## config.mk

```make
export PLATFORM = sky130hd
export DESIGN_NAME = md_unit_flat
export DESIGN_NICKNAME = d
export VERILOG_FILES = /design/src/rtl/mdu_pkg.sv /design/src/rtl/md_unit_if.sv /design/src/rtl/mdu_iter_core.sv /design/src/rtl/md_unit.sv /design/src/flat_wrapper.sv
export SDC_FILE = /design/constraint.sdc
export NUM_CORES = 1
export LEC_CHECK = 0
export BUFFER_PORTS_ARGS = -buffer_cell sky130_fd_sc_hd__buf_2
export CAP_MARGIN = 40
export CORE_AREA = 2 2 185 187
export CTS_BUF_LIST = sky130_fd_sc_hd__clkbuf_4 sky130_fd_sc_hd__clkbuf_8
export CTS_CLUSTER_SIZE = 28
export DETAILED_ROUTE_END_ITERATION = 16
export DIE_AREA = 0 0 187 189
export PLACE_DENSITY = 0.72
export SYNTH_ARGS = -nofsm -noshare
export SYNTH_HDL_FRONTEND = slang
export SYNTH_SLANG_ARGS = --single-unit
```

## constraint.sdc

```tcl
create_clock -name clk -period 5.04 [get_ports clk]
set_clock_uncertainty 0.1 [all_clocks]
set_input_delay 0.504 -clock clk [delete_from_list [all_inputs] [get_ports clk]]
set_output_delay 0.504 -clock clk [all_outputs]
set_load 0.005 [all_outputs]
```

## src/rtl/mdu_pkg.sv

```systemverilog
// Shared definitions for the multiply/divide unit: widths, op codes, FSM states.
// The optional single-cycle multiplier is selected by MDU_FAST_MUL_EN.
package mdu_pkg;

    localparam int unsigned DW    = 32;
    localparam int unsigned CNT_W = 5;

    localparam logic [2:0] OP_NOP   = 3'b000;
    localparam logic [2:0] OP_MULT  = 3'b001;
    localparam logic [2:0] OP_MULTU = 3'b010;
    localparam logic [2:0] OP_DIV   = 3'b011;
    localparam logic [2:0] OP_DIVU  = 3'b100;
    localparam logic [2:0] OP_MTHI  = 3'b101;
    localparam logic [2:0] OP_MTLO  = 3'b110;
    localparam logic [2:0] OP_RSVD  = 3'b111;

    typedef enum logic [1:0] {
        ST_IDLE = 2'd0,
        ST_CALC = 2'd1,
        ST_FIX  = 2'd2
    } mdu_state_e;

    // Sign/mode flags captured when an operation is accepted
    typedef struct packed {
        logic is_mul;
        logic neg_prod;
        logic neg_q;
        logic neg_r;
    } mdu_flags_t;

    function automatic logic [DW-1:0] mag(input logic [DW-1:0] v, input logic signed_op);
        return (signed_op && v[DW-1]) ? DW'(-v) : v;
    endfunction

endpackage

```

## src/rtl/md_unit_if.sv

```systemverilog
// Request/result bundle between the EX stage and the multiply/divide unit.
interface md_unit_if;
    import mdu_pkg::*;

    logic          start;
    logic [2:0]    op;
    logic [DW-1:0] a;
    logic [DW-1:0] b;
    logic          flush;
    logic          busy;
    logic          done;
    logic [DW-1:0] hi;
    logic [DW-1:0] lo;

    modport master (output start, op, a, b, flush, input busy, done, hi, lo);
    modport slave  (input start, op, a, b, flush, output busy, done, hi, lo);
endinterface

```

## src/rtl/mdu_iter_core.sv

```systemverilog
// 2*DW accumulator datapath: shift-add multiply or restoring divide, one bit per step.
module mdu_iter_core
    import mdu_pkg::*;
(
    input  logic            clk,
    input  logic            rst,
    input  logic            load,
    input  logic            step,
    input  logic            mode_div,
    input  logic [DW-1:0]   op_a,
    input  logic [DW-1:0]   op_b,
    output logic [2*DW-1:0] acc
);

    logic [DW-1:0]   opnd;
    logic            mode_q;
    logic [DW:0]     mul_sum;
    logic [DW:0]     trial;
    logic [2*DW-1:0] acc_next;

    // Multiply: add multiplicand to upper half when LSB set, then shift right with carry.
    // Divide: shift partial remainder left, keep the trial subtraction if it did not borrow.
    always_comb begin
        mul_sum  = {1'b0, acc[2*DW-1:DW]} + (acc[0] ? {1'b0, opnd} : {(DW+1){1'b0}});
        trial    = acc[2*DW-1:DW-1] - {1'b0, opnd};
        acc_next = acc;
        if (mode_q) begin
            if (trial[DW]) acc_next = {acc[2*DW-2:0], 1'b0};
            else           acc_next = {trial[DW-1:0], acc[DW-2:0], 1'b1};
        end else begin
            acc_next = {mul_sum, acc[DW-1:1]};
        end
    end

    always_ff @(posedge clk or posedge rst) begin
        if (rst) begin
            acc    <= '0;
            opnd   <= '0;
            mode_q <= 1'b0;
        end else if (load) begin
            mode_q <= mode_div;
            opnd   <= mode_div ? op_b : op_a;
            acc    <= {{DW{1'b0}}, (mode_div ? op_a : op_b)};
        end else if (step) begin
            acc <= acc_next;
        end
    end

endmodule

```

## src/rtl/md_unit.sv

```systemverilog
// EX-stage multiply/divide unit with architectural HI/LO and busy/done handshake.
// Define MDU_FAST_MUL_EN for a single-cycle multiply path (IDLE -> FIX).
module md_unit
    import mdu_pkg::*;
(
    input  logic      clk,
    input  logic      rst,
    md_unit_if.slave  bus
);

    mdu_state_e      state, next_state;
    logic [CNT_W-1:0] cnt;
    mdu_flags_t      flags;
    logic            core_load, core_step, wr_res, wr_hi, wr_lo;
    logic            is_mul_op, is_div_op, signed_op;
    logic [DW-1:0]   a_mag, b_mag;
    logic [2*DW-1:0] acc, raw, prod;
    logic [DW-1:0]   q, r, res_hi, res_lo;

    // Operand decode and magnitude conversion
    always_comb begin
        is_mul_op = (bus.op == OP_MULT) || (bus.op == OP_MULTU);
        is_div_op = (bus.op == OP_DIV)  || (bus.op == OP_DIVU);
        signed_op = (bus.op == OP_MULT) || (bus.op == OP_DIV);
        a_mag     = mag(bus.a, signed_op);
        b_mag     = mag(bus.b, signed_op);
    end

    always_ff @(posedge clk or posedge rst) begin
        if (rst) state <= ST_IDLE;
        else     state <= next_state;
    end

    // Next state and datapath controls; flush always wins over start
    always_comb begin
        next_state = state;
        core_load  = 1'b0;
        core_step  = 1'b0;
        wr_res     = 1'b0;
        wr_hi      = 1'b0;
        wr_lo      = 1'b0;
        unique case (state)
            ST_IDLE: begin
                if (bus.start && !bus.flush) begin
                    if (is_mul_op || is_div_op) begin
                        core_load  = 1'b1;
`ifdef MDU_FAST_MUL_EN
                        next_state = is_mul_op ? ST_FIX : ST_CALC;
`else
                        next_state = ST_CALC;
`endif
                    end
                    wr_hi = (bus.op == OP_MTHI);
                    wr_lo = (bus.op == OP_MTLO);
                end
            end
            ST_CALC: begin
                if (bus.flush) begin
                    next_state = ST_IDLE;
                end else begin
                    core_step = 1'b1;
                    if (cnt == CNT_W'(DW - 1)) next_state = ST_FIX;
                end
            end
            ST_FIX: begin
                next_state = ST_IDLE;
                wr_res     = !bus.flush;
            end
            default: next_state = ST_IDLE;
        endcase
    end

    always_ff @(posedge clk or posedge rst) begin
        if (rst)            cnt <= '0;
        else if (core_load) cnt <= '0;
        else if (core_step) cnt <= cnt + CNT_W'(1);
    end

    // Divide by zero keeps the all-ones quotient regardless of operand signs
    always_ff @(posedge clk or posedge rst) begin
        if (rst) begin
            flags <= '0;
        end else if (core_load) begin
            flags.is_mul   <= is_mul_op;
            flags.neg_prod <= signed_op && (bus.a[DW-1] ^ bus.b[DW-1]);
            flags.neg_q    <= signed_op && (bus.a[DW-1] ^ bus.b[DW-1]) && (bus.b != '0);
            flags.neg_r    <= signed_op && bus.a[DW-1];
        end
    end

    mdu_iter_core u_core (
        .clk      (clk),
        .rst      (rst),
        .load     (core_load),
        .step     (core_step),
        .mode_div (is_div_op),
        .op_a     (a_mag),
        .op_b     (b_mag),
        .acc      (acc)
    );

`ifdef MDU_FAST_MUL_EN
    logic [2*DW-1:0] fast_prod;

    always_ff @(posedge clk or posedge rst) begin
        if (rst)                         fast_prod <= '0;
        else if (core_load && is_mul_op) fast_prod <= (2*DW)'(a_mag) * (2*DW)'(b_mag);
    end

    assign raw = flags.is_mul ? fast_prod : acc;
`else
    assign raw = acc;
`endif

    // Sign fix-up and HI/LO mapping
    always_comb begin
        prod   = flags.neg_prod ? (2*DW)'(-raw) : raw;
        q      = raw[DW-1:0];
        r      = raw[2*DW-1:DW];
        res_hi = flags.neg_r ? DW'(-r) : r;
        res_lo = flags.neg_q ? DW'(-q) : q;
        if (flags.is_mul) begin
            res_hi = prod[2*DW-1:DW];
            res_lo = prod[DW-1:0];
        end
    end

    always_ff @(posedge clk or posedge rst) begin
        if (rst) begin
            bus.busy <= 1'b0;
            bus.done <= 1'b0;
            bus.hi   <= '0;
            bus.lo   <= '0;
        end else begin
            bus.busy <= (next_state != ST_IDLE);
            bus.done <= wr_res;
            if (wr_res) begin
                bus.hi <= res_hi;
                bus.lo <= res_lo;
            end else begin
                if (wr_hi) bus.hi <= bus.a;
                if (wr_lo) bus.lo <= bus.a;
            end
        end
    end

endmodule

```

## src/flat_wrapper.sv

```systemverilog
// flat-port wrapper written by rule: the top's interface ports become plain ports
module md_unit_flat import mdu_pkg::*;
  (clk, rst, bus_start, bus_op, bus_a, bus_b, bus_flush, bus_busy, bus_done, bus_hi, bus_lo);
  md_unit_if bus_i ();
  input  logic clk;
  input  logic rst;
  input wire logic [$bits(bus_i.start)-1:0] bus_start;
  input wire logic [$bits(bus_i.op)-1:0] bus_op;
  input wire logic [$bits(bus_i.a)-1:0] bus_a;
  input wire logic [$bits(bus_i.b)-1:0] bus_b;
  input wire logic [$bits(bus_i.flush)-1:0] bus_flush;
  output wire logic [$bits(bus_i.busy)-1:0] bus_busy;
  output wire logic [$bits(bus_i.done)-1:0] bus_done;
  output wire logic [$bits(bus_i.hi)-1:0] bus_hi;
  output wire logic [$bits(bus_i.lo)-1:0] bus_lo;
  assign bus_i.start = bus_start;
  assign bus_i.op = bus_op;
  assign bus_i.a = bus_a;
  assign bus_i.b = bus_b;
  assign bus_i.flush = bus_flush;
  assign bus_busy = bus_i.busy;
  assign bus_done = bus_i.done;
  assign bus_hi = bus_i.hi;
  assign bus_lo = bus_i.lo;
  md_unit u_core (.clk(clk), .rst(rst), .bus(bus_i));
endmodule
```

---- Word-level counts from Yosys, hierarchy flattened ----
Cells that the tools add are included.
word-level totals
  output and inout port bits .............. 66
  bits in registers ....................... 174
cells by class
  equal/unequal tests ..................... 9
  bitwise gates (word level) .............. 1
  $add $sub $neg .......................... 8
  reductions and logical operators ........ 16
  muxes and demuxes ....................... 35
operator list
  cell                                                                    number
  32-bit 2-to-1 mux                                                       13
  64-bit 2-to-1 mux                                                       5
  32-bit negator                                                          4
  64-bit negator                                                          1
  32-bit by 33-bit adder with 33-bit output                               1
  33-bit by 32-bit subtractor with 33-bit output                          1
  32-bit nonzero test                                                     1
  1-bit 2-to-1 mux                                                        10
  5-bit 2-to-1 mux                                                        2
  3-bit equality test (second input constant)                             3
  2-bit 2-to-1 mux                                                        4
  2-bit nonzero test                                                      4
  3-bit by 2-bit equality test with 1-bit output (second input constant)  2
  5-bit by 1-bit adder with 5-bit output (second input constant)          1
  5-bit equality test (second input constant)                             1
  1-bit logical AND                                                       5
  1-bit logical OR                                                        4
  2-bit case mux with 2 select lines                                      1
  3-bit by 1-bit equality test with 1-bit output (second input constant)  1
  2-bit by 1-bit equality test with 1-bit output (second input constant)  1
  2-bit equality test (second input constant)                             1
  2-bit logical NOT                                                       1
  1-bit logical NOT                                                       1
  1-bit XOR                                                               1

---- Logic depth before layout (Yosys ltp) ----
Gate-level depths: netlist of run 1.
  depth in word-level cells ............... 7
  depth in mapped cells ................... 15
  mapped depth without buffers ............ 13

---- By module ----
From an unflattened synthesis of run 1, not the netlist that was laid out.
unflattened totals
  cell total of the unflattened synthesis .. 1928
  area total of the unflattened synthesis .. 15423.5 µm²
modules (own cells, without submodules)
  module         cells each  area each (µm²)  instances  sequential area each (µm²)
  mdu_iter_core  1145        9237.6           1          2427.3
  md_unit        783         6185.9           1          1926.8

---- Worst setup path before layout of run 1 ----
OpenSTA, ideal clock, no wires.
  kind .................................... flip-flop to flip-flop
  start point ............................. register u_core.u_core.acc[31]
  end point ............................... register u_core.u_core.acc[32]
  data arrival time ....................... 3098 ps
  path buffers ............................ 3
  data required time ...................... 4796 ps
  cell stages (with the launch flop) ...... 16
  path slack .............................. 1698 ps
  clock period less this slack ............ 3342 ps
  setup time .............................. 144 ps
  path through ............................ dfrtp_1 > inv_1 > ha_1 > fa_1 > nor2b_1 > o31a_1 > o211ai_1 > a2111o_1 > nand4b_1 > and3b_1 > buf_2 > buf_2 > clkbuf_1 > nand2_1 > o211ai_1 > o221ai_1
between the ends
  cells in the longest elaborated chain, start to end .. 5
RTL lines
  item                                            RTL line             source
  from (decl)                                     mdu_iter_core.sv:12  output logic [2*DW-1:0] acc
  from (signal assigned)                          mdu_iter_core.sv:43  acc <= {{DW{1'b0}}, (mode_div ? op_a : op_b)};
  from (signal assigned)                          mdu_iter_core.sv:45  acc <= acc_next;
  33-bit by 32-bit subtractor with 33-bit output  mdu_iter_core.sv:25  trial = acc[2*DW-1:DW-1] - {1'b0, opnd};
  64-bit 2-to-1 mux *                             mdu_iter_core.sv:28  if (trial[DW]) acc_next = {acc[2*DW-2:0], 1'b0};
  64-bit 2-to-1 mux *                             mdu_iter_core.sv:27  if (mode_q) begin
  64-bit 2-to-1 mux *                             mdu_iter_core.sv:44  end else if (step) begin
  64-bit 2-to-1 mux *                             mdu_iter_core.sv:40  end else if (load) begin
Every way passes the cells marked *; elsewhere a longest branch is shown, timed or not. The select of a mux whose other input is x is not followed.
A chain may end at the register's enable or synchronous reset.

---- Worst setup path in the final report of run 1 ----
  start point ............................. register u_core.u_core.acc[31]
  end point ............................... register u_core.u_core.acc[60]
between the ends
  cells in the longest elaborated chain, start to end .. 5
RTL lines
  item                                            RTL line
  33-bit by 32-bit subtractor with 33-bit output  mdu_iter_core.sv:25
  64-bit 2-to-1 mux                               mdu_iter_core.sv:28
  64-bit 2-to-1 mux                               mdu_iter_core.sv:27
  64-bit 2-to-1 mux                               mdu_iter_core.sv:44
  64-bit 2-to-1 mux                               mdu_iter_core.sv:40
No other way between the ends. The select of a mux whose other input is x is not followed.

==> run metrics, run 1 <==
TNS Setup 0 ps; Max VDD drop 0.214 mV; Gates resized, CTS repair 0; max_cap viols 0; Reg2Reg Setup Slack about 1000 ps; WHS roughly 250 ps; drt pass-1 iters 6; max-slew violations 0; pre-CTS setup slack about 1200 ps; final net count slightly above 2,000; Root Driver clkbuf_8; largest area contributor in the synthesized netlist dfrtp_1; Die H 189 um; # setup viols final 0; routability cong. between 0.9 and 1; most numerous cell in the Yosys netlist nor2_1; Syn Area/Cell ~8.2 um2; f_max roughly 250 MHz; Worst Slack Setup Final about 1000 ps; synth warn 0; Async SR Flop Fraction 100%; Die Area between 0.03 and 0.04 mm2; Worst Hold Class primary input to flop; maximum root-to-sink buffer count 2; Crit Reg-Reg Startpoint u_core.u_core.acc[31]$_DFFE_PP0P_; Post-CTS Hold Fix Bufs 1; hold path start bus_b[31]; #FFs+latches synth approximately 170; sequential cell area fraction in the yosys report roughly 30%; Synth-to-Final Area Change 9.96%; total power ~0.0088 W; hold path endpoint u_core.flags[2]$_DFFE_PP0P_; Rows between 60 and 70; Mapped Cells ~1,800; element type at the critical path start flop; Final HPWL DP roughly 40 mm; TritonCTS Sinks roughly 170; overall routing resource usage roughly 29%; status finished clean; Mapped Area about 0.015 mm2; antenna violations before repair 2; area post-placement ~0.016 mm2; I/O Buffers approximately 140; CP Capture Type flop; Syn Nets roughly 2,000; Cell Pwr Density ~540 mW/mm2; Hold Vio Cnt, Final 0; synth top area cells dfrtp_1, mux2i_1, ha_1; Main synth FF type dfrtp_1; pin count of the biggest net entering global routing 147; worst path arrival time between 4000 and 5000 ps; setup bufs post-CTS 0; first-pass GRT wire length 80.0 mm; residual DRC count 0; Hold Path Stages 3; LEAKAGE approximately 7.5 nW; clock transition at the registers of the reported paths about 110 ps; Rel. slew slack roughly 37%; Initial DRC Count ~1,600; Die X 187 um; post-route ant nets 0; CP Max Fanout 15; Reg2Reg Depth 13; # H-tree levels 4; final instance area roughly 0.016 mm2; IO Count roughly 140; Clock Latency Late Sink approximately 500 ps; Vias around 15,000; Vias/cell 6.23; Setup CP Type flop to flop; Starting Density 44.6%; WL/cell 21.9 um; vias in the first global route between 10,000 and 15,000; Worst Path Required 5380 ps; CTS tree done; synth cell count leaders nor2_1, dfrtp_1, nand2_1; Core Area between 0.03 and 0.04 mm2; total CTS buffers 17; DRT Wirelength 51.4 mm; FF-to-FF End u_core.u_core.acc[60]$_DFFE_PP0P_; number of synthesized flops with an enable pin 0; Synth top area share between 20% and 30%; post-synthesis cell type count 78; share of cells above drive strength 1 roughly an eighth; RSZ-0062 raised after global routing no; grt ovf 0; final critical-path share of the clock period between 70% and 80%; worst slew pin tran ~950 ps; minimum clock period between 3000 and 4000 ps
metrics by stage:
step,cells,util [%]
after floorplan,1813,-
after global placement,2311,47.5
after detailed placement,2318,47.8
after CTS,2351,49.0
after global routing,2353,49.0
final,2353,49.0
final cells by class:
cell class              count  area [um2]
fillers                  3226       17000
multi-input cells        1469        9810
flip-flops and latches    174        4360
repair buffers            160         938
well taps                 448         561
clock buffers              21         277
inverters                  68         259
clock inverters            11         106
diodes                      2        5.00
flip-flops by register name (all words and copies together) (netlist names):
register,count
u_core.bus.busy,1
u_core.u_core.opnd,32
u_core.cnt,5
u_core.u_core.mode_q,1
u_core.flags,4
u_core.bus.lo,32
u_core.bus.done,1
u_core.u_core.acc,64
u_core.state,2
u_core.bus.hi,32
logic make-up after synthesis:
kind of cell	count (synthesis)	synth area share [%]
buffers and inverters	170	4.65
xor gates and xnor gates	172	10.2
AOI/OAI and AO/OA	546	23.5
muxes	121	8.23
adders and majority gates	72	6.17
DFF	174	29.4
and+or+nand+nor	558	18.0
cells in the final DEF (no fill, tap or decap), drive strengths merged, types with 5 or more instances in the layout:
| cell | n |
|---|---|
| clkinvlp | 7 |
| nand4 | 10 |
| o221ai | 39 |
| o22ai | 17 |
| nand3 | 28 |
| o21bai | 8 |
| mux2 | 8 |
| clkbuf | 21 |
| o21a | 18 |
| nor4 | 17 |
| o31ai | 19 |
| o32a | 14 |
| a31oi | 16 |
| and4 | 5 |
| nor2 | 185 |
| xor2 | 78 |
| o41ai | 12 |
| a211oi | 13 |
| o211ai | 12 |
| o21ai | 155 |
| and2 | 13 |
| or4 | 16 |
| mux2i | 113 |
| nand2 | 168 |
| and3 | 15 |
| or3 | 22 |
| nor2b | 14 |
| ha | 70 |
| inv | 70 |
| a21oi | 141 |
| buf | 159 |
| nand2b | 12 |
| nor3 | 34 |
| xnor2 | 94 |
| o22a | 12 |
| a22oi | 20 |
| dfrtp | 174 |
| a21o | 23 |
per-layer routing:
layer / vias up / GRT usage [%] / share of wire (%)
met2: 749 / 44.4 / 44
met5: - / 0 / 0
met3: 127 / 4.23 / 7.8
met1: 7049 / 39.3 / 43
li1: 6736 / - / -
met4: 0 / 14.0 / 4.8
worst max-delay path, cell delays in order (launching register included):
cell and delay, ps:
dfrtp_1 490, inv_1 100, ha_1 230, fa_1 410, nor2b_1 170, o31a_1 250, o211ai_1 200, a2111o_1 460
nand4b_1 110, and3b_2 450, buf_4 250, mux2i_1 90, a2111oi_0 480, a21o_1 130
worst max-delay path by stage:
| stage | end | start | slack (ps) | cells after the start |
|---|---|---|---|---|
| detailed placement | u_core.u_core.acc[60]$_DFFE_PP0P_ | u_core.u_core.acc[31]$_DFFE_PP0P_ | 1200 | 13 |
| finish | u_core.u_core.acc[60]$_DFFE_PP0P_ | u_core.u_core.acc[31]$_DFFE_PP0P_ | 1050 | 13 |
| global placement | u_core.u_core.acc[35]$_DFFE_PP0P_ | u_core.u_core.acc[31]$_DFFE_PP0P_ | 1270 | 13 |
| global route | u_core.u_core.acc[60]$_DFFE_PP0P_ | u_core.u_core.acc[0]$_DFFE_PP0P_ | 750 | 13 |
| floorplan | u_core.u_core.acc[32]$_DFFE_PP0P_ | u_core.u_core.acc[31]$_DFFE_PP0P_ | 1700 | 15 |
| CTS | u_core.u_core.acc[35]$_DFFE_PP0P_ | u_core.u_core.acc[31]$_DFFE_PP0P_ | 1130 | 13 |
report_power, final:
part	total (W)	switching [W]	internal, W	leakage, nW
registers	0.00251	0.000698	0.00181	2.18
logic	0.00529	0.00305	0.00224	5.10
clock network	0.00102	0.000584	0.000431	0.178
total	0.00882	0.00433	0.00448	7.46
Note: power is estimated with default switching activity, not from simulation.
==> run 2: changes to the inputs <==
--- a/config.mk
+++ b/config.mk
@@ -12,7 +12,7 @@
 export CTS_CLUSTER_SIZE = 28
 export DETAILED_ROUTE_END_ITERATION = 16
 export DIE_AREA = 0 0 187 189
-export PLACE_DENSITY = 0.72
+export PLACE_DENSITY = 0.7
 export SYNTH_ARGS = -nofsm -noshare
 export SYNTH_HDL_FRONTEND = slang
 export SYNTH_SLANG_ARGS = --single-unit
==> constraint.sdc (replaced) <==
create_clock -name clk -period 3.8 [get_ports clk]
set_clock_uncertainty 0.1 [all_clocks]
set_input_delay 0.38 -clock clk [delete_from_list [all_inputs] [get_ports clk]]
set_output_delay 0.38 -clock clk [all_outputs]
set_load 0.005 [all_outputs]
==> run 2 against run 1 <==
The run now ends with hold timing left. Sequential power up 26%. Global-route usage fell by 0.28 points. Critical path type unchanged. Die area is the same. Critical endpoint is now u_core.bus.hi[28]$_DFFE_PP0P_. Largest power group unchanged. Largest cell class unchanged. Count of clock-buffer cells in the layout is 4 lower. Sequential cell count is the same. Critical path depth fell by 2.
==> run metrics, run 2 (same netlist as run 1, synthesis figures left out) <==
status finished, violations left; failing checks hold timing; Worst Slack Setup Final 173 ps (-876 ps); clock transition at the registers of the reported paths 120 ps (about the same); maximum root-to-sink buffer count 2 (unchanged); Die X 187 um (unchanged); Initial DRC Count 1,674 (+3.3%); WHS -9.42 ps (-263 ps); WL/cell 21.3 um (-2.7%); most common cell after layout, fill and taps aside nor2_1; CP Max Fanout 8 (-7); residual DRC count 0 (unchanged); # setup viols final 0 (unchanged); Vias/cell 6.15 (-1.3%); Setup CP Type flop to flop; pin count of the biggest net entering global routing 175 (+19%); critical-path cell list inv_1, ha_1, or3b_4, or4_4, or4_4, o31a_2, a21oi_1, o21ai_0, xor2_1, nand2_1, o21ai_0; Synth-to-Final Area Change 11.6%; Die H 189 um (unchanged); Reg2Reg Depth 11 (-2); RSZ-0062 raised after global routing no; post-route ant nets 0 (unchanged); Worst Hold Class primary input to asynchronous set/reset pin; Final HPWL DP 38.5 mm (-1.0%); minimum clock period 3630 ps (-364 ps); Crit Reg-Reg Startpoint u_core.u_core.acc[33]$_DFFE_PP0P_; # H-tree levels 4 (unchanged); final net count 2,067 (+1.7%); TritonCTS Sinks 174 (unchanged); Cell Pwr Density 713 mW/mm2 (+32%); I/O Buffers 136 (unchanged); grt ovf 0 (unchanged); Rel. slew slack 30.2% (-6.8 points); LEAKAGE 7.63 nW (+2.3%); storage element area 0.00436 mm2 (unchanged); total CTS buffers 17 (unchanged); vias in the first global route 14,100 (+1.4%); Die Area 0.0353 mm2 (unchanged); overall routing resource usage 28.4% (-0.28 points); Hold Vio Cnt, Final 1 (+1); Comb pwr share 61.8% (+1.8 points); CP Capture Type flop; IO Count 137 (unchanged); CTS tree done; max_cap viols 0 (unchanged); internal power 0.00602 W (+34%); routability cong. 0.976 (+0.43%); TNS Setup 0 ps (unchanged); Sequential Power Share 26.9% (-1.6 points); drt pass-1 iters 9 (+3); Vias 14,700 (+0.089%); FF-to-FF End u_core.bus.hi[28]$_DFFE_PP0P_; antenna violations before repair 3 (+1); max reg flops 64 (unchanged); Clock Latency Late Sink 500 ps (about the same); worst slew pin tran 1050 ps (+102 ps); pre-CTS setup slack 271 ps (-934 ps); area of the multi-input gates 0.00982 mm2 (about the same); f_max 276 MHz (+10%); crit-path max cell delay 500 ps (about the same); Core Area 0.0333 mm2 (unchanged); first-pass GRT wire length 79.8 mm (-0.27%); clock share of power 11.3% (-0.2 points); most frequent cells in the layout nor2_1, dfrtp_1, nand2_1; Worst Path Required 4050 ps (-1330 ps); Rows 67 (unchanged); share of cells above drive strength 1 13.7% (+1.6 points); DRT Wirelength 50.8 mm (-1.3%); element type at the critical path start flop; Switching Share 48.9% (-0.22 points); Reg2Reg Setup Slack 170 ps (-880 ps); final critical-path share of the clock period 95.4% (+16 points); Top reg by flops u_core.u_core.acc; worst path arrival time 3880 ps (-450 ps); max-slew violations 0 (unchanged); Starting Density 44.6% (unchanged); Root Driver clkbuf_8; Max VDD drop 0.302 mV (+41%); Critical-path top delay cell dfrtp_1; Layout fillers 3,279 (+1.6%); placed cells 2,352 (+1.5%); switching power 0.00577 W (+33%); Finished Layout Cells 2,387 (+1.4%)
## run 2: changes by cell type in the layout (fill, tap and decap cells not counted), moves of 3 or more
cell | previous run | this run
buf_4 | 15 | 53
clkinv_4 | 0 | 4
inv_8 | 0 | 4
clkinvlp_4 | 7 | 2
buf_8 | 3 | 0
## run 2: what timing repair did
| action | CTS | global route |
|---|---|---|
| setup buffers | 0 | 1 |
| hold buffers | 0 | 0 |
| setup endpoints to repair | 0 | 2 |
| resized for setup | 0 | 2 |
## run 2: cell type report
class                      instances  area share [%]
timing repair buffer             194            7.07
inverter                          68            1.56
clock inverter                    14           0.884
clock buffer                      17            1.41
tap                              448            3.39
multi-input combinational       1469            59.3
sequential                       174            26.3
antenna                            3          0.0454
## run 2: stage by stage
step                util [%]  power [W]  cell area (um2)
floorplan                  -    0.00821            14800
global placement        48.5     0.0102            16100
detailed placement      48.5     0.0103            16100
CTS                     49.7     0.0117            16500
global route            49.7     0.0127            16500
finish                  49.7     0.0118            16600
## run 2: worst max-delay path, delay by kind of cell (launching register included)
| kind | cells | cell delay (ps) |
|---|---|---|
| AO/OA/AOI/OAI | 4 | 940 |
| XOR/XNOR | 1 | 180 |
| flip-flops | 1 | 500 |
| AND/OR/NAND/NOR | 4 | 1420 |
| buffers and inverters | 1 | 190 |
| adder cells (fa/ha/maj) | 1 | 180 |
## run 2: worst max-delay path by stage
| stage | start | end | cells past startpoint |
|---|---|---|---|
| final | u_core.u_core.acc[33]$_DFFE_PP0P_ | u_core.bus.hi[28]$_DFFE_PP0P_ | 11 |
| after global routing | u_core.u_core.acc[32]$_DFFE_PP0P_ | u_core.u_core.acc[41]$_DFFE_PP0P_ | 11 |
| after CTS | u_core.u_core.acc[32]$_DFFE_PP0P_ | u_core.u_core.acc[35]$_DFFE_PP0P_ | 12 |
| after detailed placement | u_core.u_core.acc[32]$_DFFE_PP0P_ | u_core.u_core.acc[35]$_DFFE_PP0P_ | 12 |
| after global placement | u_core.u_core.acc[33]$_DFFE_PP0P_ | u_core.bus.hi[28]$_DFFE_PP0P_ | 11 |
| after floorplan | u_core.u_core.acc[31]$_DFFE_PP0P_ | u_core.u_core.acc[32]$_DFFE_PP0P_ | 15 |
## run 2: per-layer routing
layer	GRT usage, %	up-vias	share of wire [%]
met1	39.1	6998	43
met4	11.1	2	3.7
met2	44.7	742	45
li1	-	6810	-
met3	4.73	122	8.4
met5	0	-	0.026
## run 2: power by group through the flow
stage	Combinational, W	Clock [W]	Sequential, W
6_report	0.00729	0.00133	0.00317
5_1_grt	0.00802	0.00141	0.00325
4_1_cts	0.00717	0.00134	0.00315
3_5_place_dp	0.00713	0	0.00318
3_3_place_gp	0.00705	0	0.00317
2_1_floorplan	0.00522	0	0.00299
==> run 3: changes to the inputs <==
--- a/config.mk
+++ b/config.mk
@@ -5,14 +5,16 @@
 export SDC_FILE = /design/constraint.sdc
 export NUM_CORES = 1
 export LEC_CHECK = 0
+export ABC_AREA = 1
 export BUFFER_PORTS_ARGS = -buffer_cell sky130_fd_sc_hd__buf_2
 export CAP_MARGIN = 40
-export CORE_AREA = 2 2 185 187
+export CORE_AREA = 2 2 204 206
 export CTS_BUF_LIST = sky130_fd_sc_hd__clkbuf_4 sky130_fd_sc_hd__clkbuf_8
 export CTS_CLUSTER_SIZE = 28
 export DETAILED_ROUTE_END_ITERATION = 16
-export DIE_AREA = 0 0 187 189
-export PLACE_DENSITY = 0.7
+export DIE_AREA = 0 0 206 208
+export HOLD_SLACK_MARGIN = 0.15
+export PLACE_DENSITY = 0.69
 export SYNTH_ARGS = -nofsm -noshare
 export SYNTH_HDL_FRONTEND = slang
 export SYNTH_SLANG_ARGS = --single-unit
==> run 3 against run 2 <==
The flow now finishes without violations. First-iteration DRC count up 35%. Clock power about the same. Register-to-register slack better by 420 ps. Total power rose by 27%. Via count up 46%. Critical path depth up 8. Maximum frequency grew 13%. Final area is 21% higher. Count of clock-buffer cells in the layout rose by 1. Critical path type unchanged.
==> run metrics, run 3 <==
Worst Path Required 4190 ps (+140 ps); Vias/cell 5.73 (-6.8%); Async SR Flop Fraction 100% (unchanged); max reg flops 64 (unchanged); Worst Hold Class primary input to flop; total power 0.0150 W (+27%); # setup viols final 0 (unchanged); synth top area cells dfrtp_1, nand2_1, inv_1; synth cell count leaders nand2_1, inv_1, nor2_1; element type at the critical path start flop; switching power 0.00892 W (+55%); LEAKAGE 11.0 nW (+44%); final critical-path share of the clock period 84.3% (-11 points); most numerous cell in the Yosys netlist nand2_1; Mapped Cells 3,060 (+69%); I/O Buffers 136 (unchanged); FF-to-FF End u_core.u_core.acc[63]$_DFFE_PP0P_; hold path endpoint u_core.u_core.opnd[24]$_DFFE_PP0P_; internal power 0.00607 W (+0.79%); largest area contributor in the synthesized netlist dfrtp_1; CP Max Fanout 31 (+23); Mapped Area 0.0181 mm2 (+22%); Comb pwr share 68.0% (+6.2 points); #FFs+latches synth 174 (unchanged); WHS 181 ps (+191 ps); maximum root-to-sink buffer count 2 (unchanged); met1 wire length 34.3 mm (+58%); max_cap viols 0 (unchanged); Final HPWL DP 68.7 mm (+78%); final net count 3,343 (+62%); area of the multi-input gates 0.0115 mm2 (+17%); f_max 312 MHz (+13%); Hold Vio Cnt, Final 0 (-1); most common cell after layout, fill and taps aside nand2_1; overall routing resource usage 39.4% (+11 points); WL/cell 22.5 um (+5.7%); hold path start bus_b[24]; Setup CP Type flop to flop; met2 WL 36.8 mm (+61%); Die Area 0.0428 mm2 (+21%); first-pass GRT wire length 126 mm (+58%); Die H 208 um (+10%); Top reg by flops u_core.u_core.acc; CTS tree done; TritonCTS Sinks 174 (unchanged); share of cells above drive strength 1 9.49% (-4.2 points); Synth-to-Final Area Change 10.9%; total CTS buffers 17 (unchanged); Core Area 0.0406 mm2 (+22%); routability cong. 1.05 (+7.1%); Sequential Power Share 22.9% (-4.0 points); Synth top area share 24.0% (-5.3 points); post-synthesis cell type count 61 (-22%); synth warn 0 (unchanged); antenna violations before repair 3 (unchanged); Crit Reg-Reg Startpoint u_core.u_core.acc[0]$_DFFE_PP0P_; Syn Area/Cell 5.92 um2 (-28%); Vias 21,500 (+46%); clock share of power 9.1% (-2.2 points); residual DRC count 0 (unchanged); Clock Latency Late Sink 540 ps (+40 ps); sequential cell area fraction in the yosys report 24.0% (-5.3 points); Initial DRC Count 2,259 (+35%); Gates resized, CTS repair 0 (unchanged); highest metal used met4; DRT Wirelength 84.2 mm (+66%); minimum clock period 3200 ps (-423 ps); Starting Density 44.7% (+0.086 points); most frequent cells in the layout nand2_1, inv_1, nor2_1; Die X 206 um (+10%); RSZ-0062 raised after global routing no; status finished clean; Layout fillers 4,332 (+32%); CP Capture Type flop; Rel. slew slack 45.5% (+15 points); pin count of the biggest net entering global routing 87 (-50%); Switching Share 59.5% (+11 points); Root Driver clkbuf_8; worst path arrival time 3590 ps (-290 ps); Max VDD drop 0.344 mV (+14%); max-slew violations 0 (unchanged); vias in the first global route 20,200 (+44%); Main synth FF type dfrtp_1; Syn Nets 3,203 (+64%); clock transition at the registers of the reported paths 120 ps (about the same); wire length on met3 7.05 mm (+64%); grt ovf 0 (unchanged); Hold Path Stages 5; drt pass-1 iters 8 (-1); Reg2Reg Depth 19 (+8); worst slew pin tran 814 ps (-234 ps); IO Count 137 (unchanged); Cell Pwr Density 746 mW/mm2 (+4.7%); # H-tree levels 4 (unchanged); Rows 74 (+10%); Reg2Reg Setup Slack 600 ps (+420 ps); number of synthesized flops with an enable pin 0 (unchanged); storage element area 0.00435 mm2 (about the same); TNS Setup 0 ps (unchanged); post-route ant nets 0 (unchanged)
-- run 3: per-stage QoR --
step / instance area [um2] / cells / setup slack, ps / utilization [%]
2_1_floorplan: 18100 / 3060 / 1100 / -
3_3_place_gp: 19400 / 3684 / 794 / 47.8
3_5_place_dp: 19400 / 3687 / 667 / 47.9
4_1_cts: 20100 / 3745 / 641 / 49.5
5_1_grt: 20100 / 3746 / 297 / 49.5
6_report: 20100 / 3746 / 596 / 49.5
-- run 3: timing repair --
action	4_1_cts	5_1_grt
hold buffers	26	0
setup buffers	0	0
hold endpoints to repair	118	0
setup endpoints to repair	0	0
-- run 3: power by group through the flow --
stage | clock network, W | logic, W | registers (W)
detailed placement | 0 | 0.00989 | 0.00340
CTS | 0.00138 | 0.00997 | 0.00337
finish | 0.00136 | 0.0102 | 0.00344
floorplan | 0 | 0.00679 | 0.00302
global route | 0.00144 | 0.0112 | 0.00345
global placement | 0 | 0.00989 | 0.00340
-- run 3: worst max-delay path by stage --
stage | start | endpoint | slack [ps] | cells past startpoint
2_1_floorplan | rst | u_core.bus.busy$_DFF_PP0_ | 1100 | 1
3_3_place_gp | u_core.u_core.acc[0]$_DFFE_PP0P_ | u_core.u_core.acc[63]$_DFFE_PP0P_ | 790 | 19
3_5_place_dp | u_core.u_core.acc[0]$_DFFE_PP0P_ | u_core.u_core.acc[63]$_DFFE_PP0P_ | 670 | 19
4_1_cts | u_core.u_core.acc[0]$_DFFE_PP0P_ | u_core.u_core.acc[63]$_DFFE_PP0P_ | 640 | 19
5_1_grt | u_core.u_core.acc[0]$_DFFE_PP0P_ | u_core.u_core.acc[63]$_DFFE_PP0P_ | 300 | 19
6_report | u_core.u_core.acc[0]$_DFFE_PP0P_ | u_core.u_core.acc[63]$_DFFE_PP0P_ | 600 | 19
-- run 3: cell type report --
class                      count  area share [%]
antenna                        1          0.0125
clock buffer                  18            1.20
clock inverter                14           0.729
inverter                     474            8.90
multi-input combinational   2322            57.3
sequential                   174            21.7
tap                          532            3.31
timing repair buffer         211            6.84
-- run 3: layer usage --
layer	track usage [%]	vias up
met5	0	-
met4	24.9	0
met1	51.4	10100
li1	-	10000
met3	6.81	229
met2	60.3	1107
-- run 3: worst max-delay path: stages (launching register included) --
cell     delay, ps
dfrtp_1        490
buf_4          340
nand2_1         80
inv_1           60
ha_1           170
inv_1           70
fa_1           410
inv_1           80
nand3_1         70
nand3_1        190
inv_1          100
o21ai_0        370
nand2_1        130
nand3_1        140
nand2_1         80
nand3_1         70
nand2_1         50
inv_1           60
nand2_1         50
nand2_1         50
-- run 3: kinds of logic (layout without fill, tap and decap cells) --
logic type,after synthesis,count (layout),share of synthesized area [%]
muxes,1,1,0.0553
buffers and inverters,564,717,12.4
and+or+nand+nor,1753,1753,41.2
xor gates and xnor gates,83,83,4.01
DFF,174,174,24.0
other,0,1,0
adders and majority gates,72,72,5.06
AOI/OAI and AO/OA,413,413,13.3
